==> src/rtl/slow_clock_monitor_pkg.sv <==
// ----------------------------------------------------------------------------
// slow_clock_monitor_pkg
//   Shared definitions for the slow clock receive-side monitor.
//   - MEAS_W          : width of half-period measurements (same width the
//                       clock_divider uses for its terminal count)
//   - GOOD_W          : width of the consecutive-good-measurement counter
//   - monitor_state_t : monitor state encoding (2 bits)
//   - abs_diff        : unsigned absolute difference with no overflow
// ----------------------------------------------------------------------------
package slow_clock_monitor_pkg;

  localparam int MEAS_W = 30;
  localparam int GOOD_W = 4;

  typedef enum logic [1:0] {
    SEARCH  = 2'd0,
    MEASURE = 2'd1,
    LOCKED  = 2'd2,
    LOST    = 2'd3
  } monitor_state_t;

  // The larger operand is always the minuend, so the result never wraps.
  function automatic logic [MEAS_W-1:0] abs_diff(input logic [MEAS_W-1:0] a,
                                                 input logic [MEAS_W-1:0] b);
    return (a >= b) ? (a - b) : (b - a);
  endfunction

endpackage

==> src/rtl/slow_clock_monitor_sync_edge_detect.sv <==
// ----------------------------------------------------------------------------
// slow_clock_monitor_sync_edge_detect
//   Brings an asynchronous level into the clock domain through a two-flop
//   synchronizer and flags every transition of the synchronized level.
//   Ports:
//     clock      in  1  sampling clock
//     reset      in  1  synchronous, active-high; clears every flop
//     async_in   in  1  level asynchronous to clock
//     edge_pulse out 1  high for one cycle after each rising or falling edge
// ----------------------------------------------------------------------------
module slow_clock_monitor_sync_edge_detect (
  input  logic clock,
  input  logic reset,
  input  logic async_in,
  output logic edge_pulse
);

  logic meta_q;
  logic sync_q;
  logic sync_q_d;

  // Two synchronizer stages followed by one history stage. The history flop
  // lets us compare the current synchronized level against the previous one.
  // Everything clears to 0, so an input already high at reset release shows
  // up as a single edge.
  always_ff @(posedge clock) begin
    if (reset) begin
      meta_q   <= 1'b0;
      sync_q   <= 1'b0;
      sync_q_d <= 1'b0;
    end else begin
      meta_q   <= async_in;
      sync_q   <= meta_q;
      sync_q_d <= sync_q;
    end
  end

  // Either polarity counts, so each half-period of the slow clock is framed.
  assign edge_pulse = sync_q ^ sync_q_d;

endmodule

==> src/rtl/slow_clock_monitor.sv <==
// ----------------------------------------------------------------------------
// slow_clock_monitor
//   Checks the divided slow clock in the fast clock domain. Each half-period is
//   measured in fast cycles and compared against CLOCK_LIMIT+1 within
//   TOLERANCE. LOCK_COUNT consecutive good half-periods declare lock; no edge
//   for TIMEOUT_CYCLES cycles declares loss.
//   Ports:
//     clock       in   1   fast board clock
//     reset       in   1   synchronous, active-high
//     slow_in     in   1   divided clock under test (asynchronous)
//     half_period out  30  last measured half-period in fast cycles
//     meas_valid  out  1   one-cycle pulse when half_period updates
//     meas_good   out  1   qualifies meas_valid: measurement within tolerance
//     locked      out  1   high while locked
//     lost        out  1   high while the slow clock is considered lost
// ----------------------------------------------------------------------------
module slow_clock_monitor
  import slow_clock_monitor_pkg::*;
#(
  parameter int unsigned CLOCK_LIMIT    = 100000000 / 10,
  parameter int unsigned TOLERANCE      = 2,
  parameter int unsigned LOCK_COUNT     = 4,
  parameter int unsigned TIMEOUT_CYCLES = 4 * (CLOCK_LIMIT + 1)
) (
  input  logic              clock,
  input  logic              reset,
  input  logic              slow_in,
  output logic [MEAS_W-1:0] half_period,
  output logic              meas_valid,
  output logic              meas_good,
  output logic              locked,
  output logic              lost
);

  localparam logic [MEAS_W-1:0] CNT_ONE      = MEAS_W'(1);
  localparam logic [MEAS_W-1:0] CNT_MAX      = {MEAS_W{1'b1}};
  localparam logic [MEAS_W-1:0] EXPECTED     = MEAS_W'(CLOCK_LIMIT + 1);
  localparam logic [MEAS_W-1:0] TOL          = MEAS_W'(TOLERANCE);
  localparam logic [MEAS_W-1:0] TIMEOUT_LAST = MEAS_W'(TIMEOUT_CYCLES - 1);
  localparam logic [GOOD_W-1:0] GOOD_ONE     = GOOD_W'(1);
  localparam logic [GOOD_W-1:0] LOCK_TARGET  = GOOD_W'(LOCK_COUNT);

  monitor_state_t    state;
  logic [MEAS_W-1:0] cnt;
  logic [GOOD_W-1:0] good_cnt;
  logic              edge_pulse;
  logic [MEAS_W-1:0] meas_len;
  logic              in_tol;
  logic              timeout_hit;
  logic              measuring;

  slow_clock_monitor_sync_edge_detect u_sync_edge_detect (
    .clock      (clock),
    .reset      (reset),
    .async_in   (slow_in),
    .edge_pulse (edge_pulse)
  );

  // cnt holds the number of cycles since the last edge minus one, so the
  // interval ending on an edge is cnt+1. Saturation keeps a dead input from
  // ever wrapping back into a plausible-looking value.
  assign meas_len    = (cnt == CNT_MAX) ? CNT_MAX : (cnt + CNT_ONE);
  assign in_tol      = (abs_diff(meas_len, EXPECTED) <= TOL);
  // An edge arriving on the deadline cycle still counts as activity.
  assign timeout_hit = !edge_pulse && (cnt == TIMEOUT_LAST);
  // SEARCH and LOST have no valid start point, so their edges only restart.
  assign measuring   = edge_pulse && ((state == MEASURE) || (state == LOCKED));

  // Free-running interval counter, restarted by every edge.
  always_ff @(posedge clock) begin
    if (reset) begin
      cnt <= '0;
    end else if (edge_pulse) begin
      cnt <= '0;
    end else if (cnt != CNT_MAX) begin
      cnt <= cnt + CNT_ONE;
    end
  end

  // Measurement outputs update on the cycle after a framed edge. half_period
  // holds its last value between measurements and across loss.
  always_ff @(posedge clock) begin
    if (reset) begin
      half_period <= '0;
      meas_valid  <= 1'b0;
      meas_good   <= 1'b0;
    end else begin
      meas_valid <= measuring;
      meas_good  <= measuring && in_tol;
      if (measuring) begin
        half_period <= meas_len;
      end
    end
  end

  // Lock/loss state machine. locked and lost are registered alongside the
  // state so they change on the same cycle the state does. good_cnt tracks
  // the run of in-tolerance measurements and is cleared whenever the run is
  // broken or the state is left.
  always_ff @(posedge clock) begin
    if (reset) begin
      state    <= SEARCH;
      good_cnt <= '0;
      locked   <= 1'b0;
      lost     <= 1'b0;
    end else begin
      unique case (state)
        SEARCH: begin
          if (edge_pulse) begin
            state    <= MEASURE;
            good_cnt <= '0;
          end else if (timeout_hit) begin
            state    <= LOST;
            lost     <= 1'b1;
            good_cnt <= '0;
          end
        end
        MEASURE: begin
          if (edge_pulse) begin
            if (!in_tol) begin
              good_cnt <= '0;
            end else if ((good_cnt + GOOD_ONE) == LOCK_TARGET) begin
              state    <= LOCKED;
              locked   <= 1'b1;
              good_cnt <= '0;
            end else begin
              good_cnt <= good_cnt + GOOD_ONE;
            end
          end else if (timeout_hit) begin
            state    <= LOST;
            lost     <= 1'b1;
            good_cnt <= '0;
          end
        end
        LOCKED: begin
          if (edge_pulse) begin
            if (!in_tol) begin
              state    <= MEASURE;
              locked   <= 1'b0;
              good_cnt <= '0;
            end else if (good_cnt != LOCK_TARGET) begin
              good_cnt <= good_cnt + GOOD_ONE;
            end
          end else if (timeout_hit) begin
            state    <= LOST;
            locked   <= 1'b0;
            lost     <= 1'b1;
            good_cnt <= '0;
          end
        end
        LOST: begin
          if (edge_pulse) begin
            state    <= MEASURE;
            lost     <= 1'b0;
            good_cnt <= '0;
          end
        end
        default: begin
          state    <= SEARCH;
          good_cnt <= '0;
          locked   <= 1'b0;
          lost     <= 1'b0;
        end
      endcase
    end
  end

endmodule

==> config.mk <==
export PLATFORM = sky130hd
export DESIGN_NAME = slow_clock_monitor
export DESIGN_NICKNAME = d
export VERILOG_FILES = /design/src/rtl/slow_clock_monitor_pkg.sv /design/src/rtl/slow_clock_monitor_sync_edge_detect.sv /design/src/rtl/slow_clock_monitor.sv
export SDC_FILE = /design/constraint.sdc
export NUM_CORES = 1
export LEC_CHECK = 0
export BUFFER_PORTS_ARGS = -buffer_cell sky130_fd_sc_hd__buf_2
export CAP_MARGIN = 0
export CORE_UTILIZATION = 40
export CTS_CLUSTER_DIAMETER = 100
export DETAILED_ROUTE_END_ITERATION = 6
export PLACE_DENSITY = 0.67
export SYNTH_ARGS = -nofsm -noshare
export SYNTH_HDL_FRONTEND = slang
export SYNTH_SLANG_ARGS = --single-unit
==> constraint.sdc <==
create_clock -name clock -period 5.9 [get_ports clock]
set_input_delay 1.18 -clock clock [delete_from_list [all_inputs] [get_ports clock]]
set_output_delay 1.18 -clock clock [all_outputs]
set_load 0.02 [all_outputs]
==> impl_metrics.py <==
metrics = {
    "route": {
        "dr_total_vias": 6673,
        "avgRoutedWirePerCell_um": 19.9,
        "route.detailed.drc": 0,
        "ant_nets": 0,
        "vias_per_cell": 6.38,
        "wirelength_um": 20800,
        "first_pass_iters": 6,
        "first_iter_violations": 988,
    },
    "setup_path": {
        "arrival_ns": 5.81,
        "cp_max_fo": 10,
        "ff2ff_path_depth": 18,
        "critPathKind": "reg -> reg",
        "worstReg2RegEnd": "state[1]",
        "cpPeakStageDelay_ns": 0.52,
        "r2r_setup_slack_ns": 0.35,
        "cp_cell_sequence": "ha_1 > nand3_2 > or4_4 > nor4_4 > nor2_1 > ha_1 > buf_4 > nor4b_1 > a21oi_1 > a2111oi_0 > o2111ai_1 > nor4_2 > a2bb2oi_1 > or4_1 > or4_4 > nor4_4 > nand3_1 > a221oi_2",
        "rr_startpoint": "cnt[0]",
        "crit_family": "simple AND/OR/NAND/NOR gates",
        "critPathRequiredTime_ns": 6.17,
        "startpoint_type": "register",
        "worst-path-buf-inv": 1,
        "cp-end-kind": "register",
        "slowest_stage": "dfxtp_1",
    },
    "sta": {
        "rsz0062_at_grt": "no",
        "fin_setup_tns_ns": 0,
        "hold_ws_ns": 0.436,
        "min_period_ns": 5.55,
        "layout_worst_path_cycle_share_pct": 94.0,
        "finalHoldViolCount": 0,
        "slew_headroom_pct": 21.6,
        "max_clock_freq_ghz": 0.180,
        "slew_viol_final": 0,
        "finClkSkew_ns": 0.00725,
        "worstMarginPinSlew_ns": 1.16,
        "setup-violations-final": 0,
    },
    "logic_synthesis": {
        "yosysTopAreaCellShare_pct": 23.7,
        "yosysMostFrequentCell": "nor2_1",
        "avgSynthCellArea_um2": 7.47,
        "synth_seq_cells": 73,
        "yosys.area.top_type": "dfxtp_1",
        "post_synth_instance_area_um2": 6170,
        "ys.flop_type": "dfxtp_1",
        "postSynthCellCount": 826,
        "syn_nets": 841,
        "seq_area_frac_synth_pct": 23.7,
        "ys_async_sr_fraction_pct": 0,
        "synth-warning-count": 0,
        "synth_cell_types": 91,
        "synth_edf_count": 0,
        "ys_top_cells_by_area": "dfxtp_1, nor2_1, a211oi_1",
        "synthTopCellsByCount": "nor2_1, dfxtp_1, nand2_1, a21oi_1, nor3_1",
    },
    "die": {
        "core_area_um2": 15100,
        "rows": 45,
        "initial_core_util_pct": 40.7,
        "die_w_um": 126,
        "die_h_um": 126,
        "die_area_um2": 15900,
        "pin_count": 37,
    },
    "global_routing": {
        "use_met2_pct": 38.7,
        "grt_usage_pct": 26.3,
        "grt_pass1_wl_um": 32700,
        "first_global_vias": 5888,
        "use_met3_pct": 5.27,
        "grt_max_degree": 53,
        "antenna_found_initial": 0,
        "gr-max-usage-layer": "met2",
        "gr-total-overflow": 0,
        "grt.met1_usage_pct": 36.9,
    },
    "final_layout": {
        "diodes": 0,
        "fill_cells": 1527,
        "fin_nets": 868,
        "drive_above_1_share_pct": 15.3,
        "syn_to_final_growth_pct": 12.0,
    },
    "place": {
        "dp_hpwl_um": 16000,
        "port_buffers": 36,
        "gp_congestion": 0.994,
    },
    "pwr": {
        "seqPwrFrac_pct": 41.4,
        "p_per_area_nw_per_um2": 180,
        "power_frac_clock_pct": 48.5,
        "netSwitchingPower_w": 0.000321,
        "power.internal_w": 0.000921,
        "switching_share_pct": 25.9,
        "p_leak_nw": 2.54,
        "peakVddDrop_mv": 0.126,
        "power_frac_comb_pct": 10.1,
    },
    "cts": {
        "cts_setup_buffers": 0,
        "clkTransAtPathRegs_ns": 0.06,
        "cts.path.max_buffers": 2,
        "root_buffer": "clkbuf_16",
        "ctsResizeCount": 0,
        "cts_num_sinks": 73,
        "cts-buffers-inserted": 9,
        "hold_buffers": 0,
        "htreeDepth": 3,
        "cts_tree": "done",
        "clock_latency_ns": 0.35,
    },
    "outcome": {
        "status": "complete, no violations",
    },
    "min_path": {
        "worstHoldStart": "u_sync_edge_detect.meta_q",
        "hold_path_depth": 1,
        "min_to": "u_sync_edge_detect.sync_q",
        "worstHoldPathType": "reg -> reg",
    },
    "flow_run": {
        "cap_violations": 0,
    },
}
==> final cells by class <==
type	count	area, um^2	area share (%)
multi-input cells	688	4430	64.2
inverters	16	60.1	0.870
repair buffers	65	398	5.76
clock inverters	6	91.3	1.32
well taps	188	235	3.41
clock buffers	10	229	3.32
flip-flops and latches	73	1460	21.2
==> layout by cell type (no fill, tap or decap), drive strengths merged, types with 6 or more instances in the layout <==
| cell | synthesis | final |
|---|---|---|
| nor2 | 133 | 133 |
| dfxtp | 73 | 73 |
| nand2 | 67 | 67 |
| buf | 19 | 65 |
| a21oi | 55 | 55 |
| nor3 | 40 | 40 |
| a211oi | 36 | 36 |
| o21ai | 34 | 34 |
| nand3 | 28 | 28 |
| nand4 | 28 | 28 |
| xnor2 | 27 | 27 |
| nor4 | 27 | 27 |
| inv | 16 | 17 |
| and2 | 17 | 17 |
| xor2 | 14 | 14 |
| o211ai | 12 | 12 |
| ha | 12 | 12 |
| or3 | 11 | 11 |
| clkbuf | 30 | 10 |
| or4 | 10 | 10 |
| mux2i | 8 | 8 |
| and4 | 7 | 7 |
| and3 | 7 | 7 |
| or2 | 7 | 7 |
| a211o | 6 | 6 |
| o21a | 6 | 6 |
| a31oi | 6 | 6 |
| a21o | 6 | 6 |
==> worst max path at each step <==
stage,start,to,slack [ns],cells past startpoint
floorplan,cnt[1],state[0],0.19,24
CTS,cnt[0],state[1],0.26,18
finish,cnt[0],state[1],0.35,18
global route,cnt[8],state[1],0.06,17
global placement,cnt[0],state[1],0.41,19
detailed placement,cnt[0],state[1],0.24,18
==> routing by layer <==
layer  part of all wire, %  vias to the layer above  wire (um)
met5                     0                        -          0
met4                   3.6                        0        757
met3                    10                       65       2170
met2                    41                      377       8620
met1                    45                     3088       9290
li1                      -                     3143          -
==> metrics by stage <==
stage | utilization (%) | power (W) | cells | cell area [um^2] | setup slack, ns
after floorplan | - | 0.000617 | 826 | 6170 | 0.194
after global placement | 43.4 | 0.000648 | 1030 | 6570 | 0.406
after detailed placement | 43.4 | 0.000649 | 1030 | 6570 | 0.237
after CTS | 45.5 | 0.00125 | 1046 | 6890 | 0.261
after global routing | 45.6 | 0.00129 | 1046 | 6910 | 0.0642
final | 45.6 | 0.00124 | 1046 | 6910 | 0.353
==> state kept, by name (all words and copies together) (netlist names), 2 cells and up <==
signal / cells
cnt: 30
half_period: 30
good_cnt: 4
state: 2
==> kinds of logic after synthesis <==
family,share of synthesized area (%)
buf+inv,4.67
simple gates,36.1
xor+xnor,6.25
flops,23.7
compound gates,25.4
fa+ha+maj,2.43
mux,1.48
==> power groups by stage <==
stage / registers (W) / clock network, W / logic, W
after floorplan: 0.000532 / 0 / 0.0000853
after global placement: 0.000524 / 0 / 0.000124
after detailed placement: 0.000525 / 0 / 0.000124
after CTS: 0.000514 / 0.000613 / 0.000124
after global routing: 0.000516 / 0.000635 / 0.000139
final: 0.000514 / 0.000603 / 0.000126
Power figures use the tool's default switching activity.
